**src/rtl/fu_issue_arbiter_pkg.sv**
```systemverilog
// Shared widths and the issue-slot payload for the FU issue arbiter slice.
`ifndef GPR_SIZE
`define GPR_SIZE 32
`endif
`ifndef ROB_IDX_SIZE
`define ROB_IDX_SIZE 6
`endif
`ifndef RS_SIZE
`define RS_SIZE 4
`endif

package fu_issue_arbiter_pkg;

    localparam int unsigned GPR_W          = `GPR_SIZE;
    localparam int unsigned ROB_IDX_W      = `ROB_IDX_SIZE;
    localparam int unsigned RS_ENTRIES     = `RS_SIZE;
    localparam int unsigned NUM_RS_DEFAULT = 4;
    localparam int unsigned BUSY_W         = 16;

    typedef struct packed {
        logic [GPR_W-1:0]     op1;
        logic [GPR_W-1:0]     op2;
        logic [ROB_IDX_W-1:0] dst_rob_index;
        logic                 set_nzcv;
    } fu_issue_t;

endpackage

```
**src/rtl/fu_issue_arbiter_rr_priority_picker.sv**
```systemverilog
// Combinational round-robin picker: first requester at or after ptr, wrapping.
module rr_priority_picker #(
    parameter int unsigned N = 4
) (
    input  logic [N-1:0]                               req,
    input  logic [((N > 1) ? $clog2(N) : 1)-1:0]       ptr,
    output logic [N-1:0]                               grant,
    output logic [((N > 1) ? $clog2(N) : 1)-1:0]       winner,
    output logic                                       any
);

    localparam int unsigned PTR_W = (N > 1) ? $clog2(N) : 1;

    // Scan the upper segment [ptr, N-1] first, then fall back to [0, ptr-1].
    always_comb begin
        grant  = '0;
        winner = '0;
        any    = 1'b0;
        for (int i = 0; i < N; i++) begin
            if (!any && req[i] && (PTR_W'(i) >= ptr)) begin
                grant[i] = 1'b1;
                winner   = PTR_W'(i);
                any      = 1'b1;
            end
        end
        for (int i = 0; i < N; i++) begin
            if (!any && req[i]) begin
                grant[i] = 1'b1;
                winner   = PTR_W'(i);
                any      = 1'b1;
            end
        end
    end

endmodule

```
**src/rtl/fu_issue_arbiter.sv**
```systemverilog
// Round-robin arbiter sharing one FU among reservation stations via a single-entry issue register.
module fu_issue_arbiter
    import fu_issue_arbiter_pkg::*;
#(
    parameter int unsigned NUM_RS = NUM_RS_DEFAULT
) (
    input  logic                          in_clk,
    input  logic                          in_rst,
    input  logic [NUM_RS-1:0]             in_rs_req,
    input  logic [NUM_RS*GPR_W-1:0]       in_rs_op1_value,
    input  logic [NUM_RS*GPR_W-1:0]       in_rs_op2_value,
    input  logic [NUM_RS*ROB_IDX_W-1:0]   in_rs_dst_rob_index,
    input  logic [NUM_RS-1:0]             in_rs_set_nzcv,
    output logic [NUM_RS-1:0]             out_rs_grant,
    input  logic                          in_fu_ready,
    output logic                          out_fu_valid,
    output logic [GPR_W-1:0]              out_fu_op1,
    output logic [GPR_W-1:0]              out_fu_op2,
    output logic [ROB_IDX_W-1:0]          out_fu_dst_rob_index,
    output logic                          out_fu_set_nzcv,
    input  logic                          in_rob_is_mispred,
    output logic [BUSY_W-1:0]             out_busy_cycles
);

    localparam int unsigned PTR_W = (NUM_RS > 1) ? $clog2(NUM_RS) : 1;

    logic [PTR_W-1:0]  ptr;
    logic [PTR_W-1:0]  winner;
    logic [NUM_RS-1:0] pick_grant;
    logic              pick_any;
    logic              slot_free;
    logic              arb_en;
    logic              take;
    logic              valid_q;
    fu_issue_t         issue_q;
    fu_issue_t         sel;
    logic [BUSY_W-1:0] busy_q;

    rr_priority_picker #(
        .N (NUM_RS)
    ) u_picker (
        .req    (in_rs_req),
        .ptr    (ptr),
        .grant  (pick_grant),
        .winner (winner),
        .any    (pick_any)
    );

    // A consume and a new load may share a cycle, giving 1 op/cycle throughput.
    assign slot_free    = !valid_q || in_fu_ready;
    assign arb_en       = slot_free && !in_rob_is_mispred && !in_rst;
    assign take         = arb_en && pick_any;
    assign out_rs_grant = arb_en ? pick_grant : '0;

    // Winner's operand slice.
    always_comb begin
        sel = '0;
        for (int i = 0; i < NUM_RS; i++) begin
            if (winner == PTR_W'(i)) begin
                sel.op1           = in_rs_op1_value[i*GPR_W +: GPR_W];
                sel.op2           = in_rs_op2_value[i*GPR_W +: GPR_W];
                sel.dst_rob_index = in_rs_dst_rob_index[i*ROB_IDX_W +: ROB_IDX_W];
                sel.set_nzcv      = in_rs_set_nzcv[i];
            end
        end
    end

    // Issue register, RR pointer and stall counter; flush beats load beats drain.
    always_ff @(posedge in_clk) begin
        if (in_rst) begin
            valid_q <= 1'b0;
            issue_q <= '0;
            ptr     <= '0;
            busy_q  <= '0;
        end else begin
            if (in_rob_is_mispred) begin
                valid_q <= 1'b0;
            end else if (take) begin
                valid_q <= 1'b1;
                issue_q <= sel;
            end else if (in_fu_ready) begin
                valid_q <= 1'b0;
            end

            if (take) begin
                ptr <= (winner == PTR_W'(NUM_RS - 1)) ? '0 : winner + PTR_W'(1);
            end

            if (valid_q && !in_fu_ready && !in_rob_is_mispred && (busy_q != {BUSY_W{1'b1}})) begin
                busy_q <= busy_q + BUSY_W'(1);
            end
        end
    end

    assign out_fu_valid         = valid_q;
    assign out_fu_op1           = issue_q.op1;
    assign out_fu_op2           = issue_q.op2;
    assign out_fu_dst_rob_index = issue_q.dst_rob_index;
    assign out_fu_set_nzcv      = issue_q.set_nzcv;
    assign out_busy_cycles      = busy_q;

endmodule

```
**config.mk**
```make
export PLATFORM = sky130hd
export DESIGN_NAME = fu_issue_arbiter
export DESIGN_NICKNAME = d
export VERILOG_FILES = /design/src/rtl/fu_issue_arbiter_pkg.sv /design/src/rtl/fu_issue_arbiter_rr_priority_picker.sv /design/src/rtl/fu_issue_arbiter.sv
export SDC_FILE = /design/constraint.sdc
export NUM_CORES = 1
export LEC_CHECK = 0
export ABC_AREA = 1
export CAP_MARGIN = 20
export CORE_AREA = 2 2 149 151
export CTS_CLUSTER_DIAMETER = 80
export DETAILED_ROUTE_END_ITERATION = 8
export DIE_AREA = 0 0 151 153
export DONT_BUFFER_PORTS = 1
export GPL_TIMING_DRIVEN = 0
export PLACE_DENSITY = 0.5
export SLEW_MARGIN = 40
export SYNTH_ARGS = -nofsm -noshare
export SYNTH_HDL_FRONTEND = slang
export SYNTH_SLANG_ARGS = --single-unit
export TNS_END_PERCENT = 50
```
**constraint.sdc**
```tcl
create_clock -name in_clk -period 2.65 [get_ports in_clk]
set_input_delay 0.1325 -clock in_clk [delete_from_list [all_inputs] [get_ports in_clk]]
set_output_delay 0.1325 -clock in_clk [all_outputs]
set_load 0.02 [all_outputs]
```
# Yosys cells after proc, flatten, opt, wreduce, memory -nomap -nowiden
# Index checks and enable logic that the tools add are counted.
dict set report word_totals {
  ff_bits 90
  wordCells 81
}
dict set report classes {
  add_sub_neg 2
  magnitude_cmp 4
  eq_ne 4
  muxes 30
  bitwise_logic 1
  n_reduce_logical 33
}
# op n
set op_table {}
lappend op_table {{$mux W71} 4}
lappend op_table {{$mux W1} 18}
lappend op_table {{$logic_and A1 B1 Y1} 17}
lappend op_table {{$add A16 B1 Y16 const B} 1}
lappend op_table {{$ne A16 B16 Y1 const B} 1}
lappend op_table {{$mux W2} 7}
lappend op_table {{$logic_not A1 Y1} 11}
lappend op_table {{$eq A2 B2 Y1 const B} 2}
lappend op_table {{$ge A1 B2 Y1 const A} 2}
lappend op_table {{$ge A2 B2 Y1 const A} 2}
lappend op_table {{$mux W4} 1}
lappend op_table {{$add A2 B1 Y2 const B} 1}
lappend op_table {{$eq A2 B1 Y1 const B} 1}
lappend op_table {{$logic_not A2 Y1} 1}
lappend op_table {{$reduce_and A2 Y1} 1}
lappend op_table {{$reduce_bool A2 Y1} 1}
lappend op_table {{$reduce_or A2 Y1} 1}
lappend op_table {{$logic_or A1 B1 Y1} 1}
lappend op_table {{$not A1 Y1} 1}

# Logic depth before layout (Yosys ltp)
dict set report depth {
  word_depth 32
  depth_mapped 20
  depth_no_buf 18
}

# Modules after synthesis
# A second synthesis with hierarchy kept.
dict set report unflattened {
  cells_unflattened 848
  hier_area_um2 5938.2
}
# mod n_inst cells_per_inst area_each_um2 seq_area_each_um2
set by_module_without_submodules {}
lappend by_module_without_submodules {fu_issue_arbiter 1 819 5791.8 1801.7}
lappend by_module_without_submodules {rr_priority_picker 1 29 146.4 0.0}

# Worst setup path after synthesis
# Ideal clock, no wire load.
dict set report synth_path {
  path_kind {register -> register}
  startpoint {register ptr[0]}
  endpoint {register issue_q (netlist bit out_fu_op1[10])}
  t_arrival_ns 2.168
  slack_ns 0.367
  stages_incl_launch_ff 18
  n_path_buf 2
  cell_sequence {dfxtp_1 -> nor2_1 -> nand2_2 -> nand2_1 -> nor2_4 -> nand3_1 -> inv_1 -> nor2_1 -> inv_1 -> ha_1 -> inv_1 -> clkbuf_1 -> clkbuf_1 -> nand2_1 -> nand2_1 -> nand3_1 -> nand2_1 -> nor2_1}
}
dict set report synth_between {
  elab_chain_cells 32
  elab_cells_between_ends 47
}
# item line
set synth_lines {}
lappend synth_lines {{start: declaration} fu_issue_arbiter.sv:27} ;# logic [PTR_W-1:0] ptr;
lappend synth_lines {{start signal: assignment} fu_issue_arbiter.sv:86} ;# ptr <= (winner == PTR_W'(NUM_RS - 1)) ? '0 : winner + PTR_W'(1);
lappend synth_lines {{$ge A1 B2 Y1} fu_issue_arbiter_rr_priority_picker.sv:20} ;# if (!any && req[i] && (PTR_W'(i) >= ptr)) begin
lappend synth_lines {{$logic_and A1 B1 Y1} fu_issue_arbiter_rr_priority_picker.sv:20}
lappend synth_lines {{$mux W1} fu_issue_arbiter_rr_priority_picker.sv:20}
lappend synth_lines {{$logic_not A1 Y1} fu_issue_arbiter_rr_priority_picker.sv:20}
lappend synth_lines {{$logic_and A1 B1 Y1 (2 in a row)} fu_issue_arbiter_rr_priority_picker.sv:20}
lappend synth_lines {{$mux W1} fu_issue_arbiter_rr_priority_picker.sv:20}
lappend synth_lines {{$logic_not A1 Y1} fu_issue_arbiter_rr_priority_picker.sv:20}
lappend synth_lines {{$logic_and A1 B1 Y1 (2 in a row)} fu_issue_arbiter_rr_priority_picker.sv:20}
lappend synth_lines {{[... 11 more ...]} -}
lappend synth_lines {{$logic_not A1 Y1} fu_issue_arbiter_rr_priority_picker.sv:27} ;# if (!any && req[i]) begin
lappend synth_lines {{$logic_and A1 B1 Y1} fu_issue_arbiter_rr_priority_picker.sv:27}
lappend synth_lines {{$mux W1} fu_issue_arbiter_rr_priority_picker.sv:27}
lappend synth_lines {{$logic_not A1 Y1} fu_issue_arbiter_rr_priority_picker.sv:27}
lappend synth_lines {{$logic_and A1 B1 Y1} fu_issue_arbiter_rr_priority_picker.sv:27}
lappend synth_lines {{$mux W2} fu_issue_arbiter_rr_priority_picker.sv:27}
lappend synth_lines {{$logic_not A2 Y1} fu_issue_arbiter.sv:59} ;# if (winner == PTR_W'(i)) begin
lappend synth_lines {{$mux W71 (4 in a row)} fu_issue_arbiter.sv:59}
lappend synth_lines {{end signal: assignment} fu_issue_arbiter.sv:80} ;# issue_q <= sel;
lappend synth_lines {{end: declaration} fu_issue_arbiter.sv:35} ;# fu_issue_t issue_q;
# Parallel ways exist; a longest one is shown, timed or not.
# A chain may end at the register's enable or synchronous reset.

# Worst setup path in the final report
dict set report layout_path {
  startpoint {register ptr[1]}
  endpoint {register issue_q (netlist bit out_fu_op2[17])}
}
# The elaborated chain is that of the path after synthesis.

==> run metrics <==
Hold Path Origin=in_fu_ready; layout cells sized above 1=between 10% and 20%; setup slack after placement=-623.0 ps; post-synth cell types=27; worst path arrival time=2850 ps; worst-path cell chain=nor2_2 -> nand2_2 -> nand2_2 -> nor2_4 -> nand4_1 -> nand3_2 -> inv_2 -> ha_4 -> buf_12 -> nor2_4 -> buf_6 -> buf_6 -> nand2_1 -> nand2_1 -> nand2_1 -> nand2_1 -> nand2_1 -> nand3_1 -> nand2_1 -> nor2_1; mapped cell area=between 7000 and 8000 µm²; H-Tree Depth=3; syn_nets=1570; Placer Congestion=0.8697; Peak VDD IR=0.0002080 V; Sink Count=90; max-slew violation count=0; Leak Pwr=~4 nW; fmax=0.3903 GHz; Slowest-stage cell, CP=dfxtp_4; Residual DRC=0; Final Hold Viols=0; drt wl/cell=16.91 µm; Yosys top cell by area=nand2_1; Worst-Margin Slew=784.2 ps; minimum setup slack among reg-to-reg paths=90 ps; Critical Path Start=ptr[1]$_SDFFE_PP0P_; global-route wire length before repair=39.72 mm; most used cell, CP=nand2_1; 1st-iter DRT viols=340; Worst R2R Start=ptr[1]$_SDFFE_PP0P_; largest net degree at the start of global routing=17; Post-Syn Area per Cell=approximately 5.6 µm²; Worst-path clk slew=about 70 ps; vias in the first global route=around 7200; endpoint class of the critical path=register; Final HPWL DP=20.68 mm; worst setup margin=roughly 90 ps; initial antenna violation count=1; Port Buf Inserts=0; Die X=151 µm; register area share after synthesis=25.46%; CTS tree=built; Crit Path Class=register to register; crit path max fanout=10; top_reg_cell synth=dfxtp_1; num rows=54; Power, Total=about 4.4 mW; Synth top area share=28.91%; Max-Slew Margin vs Limit=47.72%; clk_lat worst skew=approximately 350 ps; crit start category=register; core area=21490 µm²; ys async rst share=0%; count leader, synth=nand2_1; Nets=1597; status=complete, no violations; antenna viol nets, final=0; Synth area leaders=nand2_1, dfxtp_1, a21oi_1; clk buf depth=2; Vias=between 7000 and 8000; synthesized flop and latch total=90; Total GRT Usage=22.08%; synth warn=0; die area=approximately 23000 µm²; EDFF count, synth=0; Final setup viols=0; Crit path largest cell delay=about 380 ps; Vias/cell=roughly 5; PD cells=between 500 and 600 nW/µm²; type of the tightest min-delay check=primary input to register; period utilisation layout=a little over nine tenths; max-capacitance violation count=0; Pre-Repair DR Iteration Count=5; Req. time, crit path=~2900 ps; Layout Skew=8.662 ps; final worst path period need=2562 ps; remaining global-route overflow=0; die height=around 150 µm; Synth Instances=1273; initial core utilization=32.94%; TritonCTS Buffers=9; num ports=384; Root Buffer=clkbuf_16; WL final=about 27 mm; commonest cells in the netlist=nand2_1, a21oi_1, nand3_1; area grow syn2layout=14.09%; unrepaired setup endpoints after global routing=true
-- routing by layer --
layer / vias up / GRT usage (%) / part of all wire [%]
met5: - / 0 / 0
met2: 281 / 37.79 / 48
met4: 0 / 7.076 / 2.4
li1: 4013 / - / -
met1: 3406 / 27.49 / 42
met3: 37 / 4.657 / 6.8
-- final timing paths --
kind	to	depth (start not counted)
max	out_fu_op2[17]$_SDFFE_PP0P_	20
min	out_fu_valid$_SDFFE_PP0P_	3
min reg2reg	ptr[1]$_SDFFE_PP0P_	2
max reg2reg	out_fu_op2[17]$_SDFFE_PP0P_	20
-- cell families (layout without fill, tap and decap cells) --
kind of cell / after synthesis / after routing / share of synthesized area (%)
other cells: 0 / 1 / 0
compound gates: 162 / 162 / 12.34
buf+inv: 183 / 215 / 11.32
simple gates: 823 / 823 / 48.76
xor+xnor: 10 / 10 / 1.238
flops: 90 / 90 / 25.46
fa+ha+maj: 5 / 5 / 0.8840
-- placed cells by master (no fill, tap or decap), types with 15 or more instances in the layout --
master,n
inv_1,88
clkbuf_1,29
nor2_1,89
or2_2,71
nand3_1,94
buf_2,22
buf_6,15
nand2_1,537
a21oi_2,17
buf_4,15
clkbuf_2,17
dfxtp_1,88
a21oi_1,143
-- critical path: cells and delay by family (launching register included) --
family / cells / cell delay [ps]
buf+inv: 4 / 490
simple gates: 15 / 1440
flops: 1 / 380
fa+ha+maj: 1 / 170
-- final cells by class --
| class | count | area (µm²) |
|---|---|---|
| fillers | 2510 | 13410 |
| multi-input cells | 1000 | 4541 |
| flip-flops and latches | 90 | 1807 |
| plain buffers | 89 | 554.3 |
| inverters | 93 | 352.8 |
| well taps | 280 | 350.3 |
| clock buffers | 10 | 229.0 |
| repair buffers | 17 | 187.7 |
| clock inverters | 6 | 50.05 |
| diodes | 1 | 2.502 |
-- power by group --
part	internal, mW	switching [mW]	leakage [nW]
registers	1.44	0.192	0.740
clock network	0.647	0.590	0.130
logic	0.600	0.919	3.19
total	2.69	1.70	4.06
-- registers in the layout (all words and copies together) (netlist names) --
register,count
out_fu_op1,32
ptr,2
out_fu_set_nzcv,1
out_fu_valid,1
out_fu_dst_rob_index,6
out_fu_op2,32
out_busy_cycles,16
-- metrics by stage --
step | utilization [%] | instance area, µm² | instances | setup TNS [ps] | hold WS (ps)
2_1_floorplan | - | 7077 | 1273 | 0 | 322.9
3_3_place_gp | 34.57 | 7427 | 1553 | -55640 | 332.6
3_5_place_dp | 34.57 | 7428 | 1553 | -36070 | 335.4
4_1_cts | 36.35 | 7810 | 1576 | 0 | 2.251
5_1_grt | 37.58 | 8074 | 1586 | -1312 | 15.49
6_report | 37.58 | 8074 | 1586 | 0 | 17.78
-- repair_timing --
| item | in CTS | in global routing |
|---|---|---|
| gates resized for setup | 18 | 72 |
| pin swaps | 1 | 16 |
| hold buffers | 1 | 0 |
| setup buffers | 6 | 6 |
| endpoints found under the hold margin | 1 | 0 |
| gates cloned | 0 | 4 |
| endpoints found under the setup margin | 71 | 71 |
(Power assumes the default switching activity.)
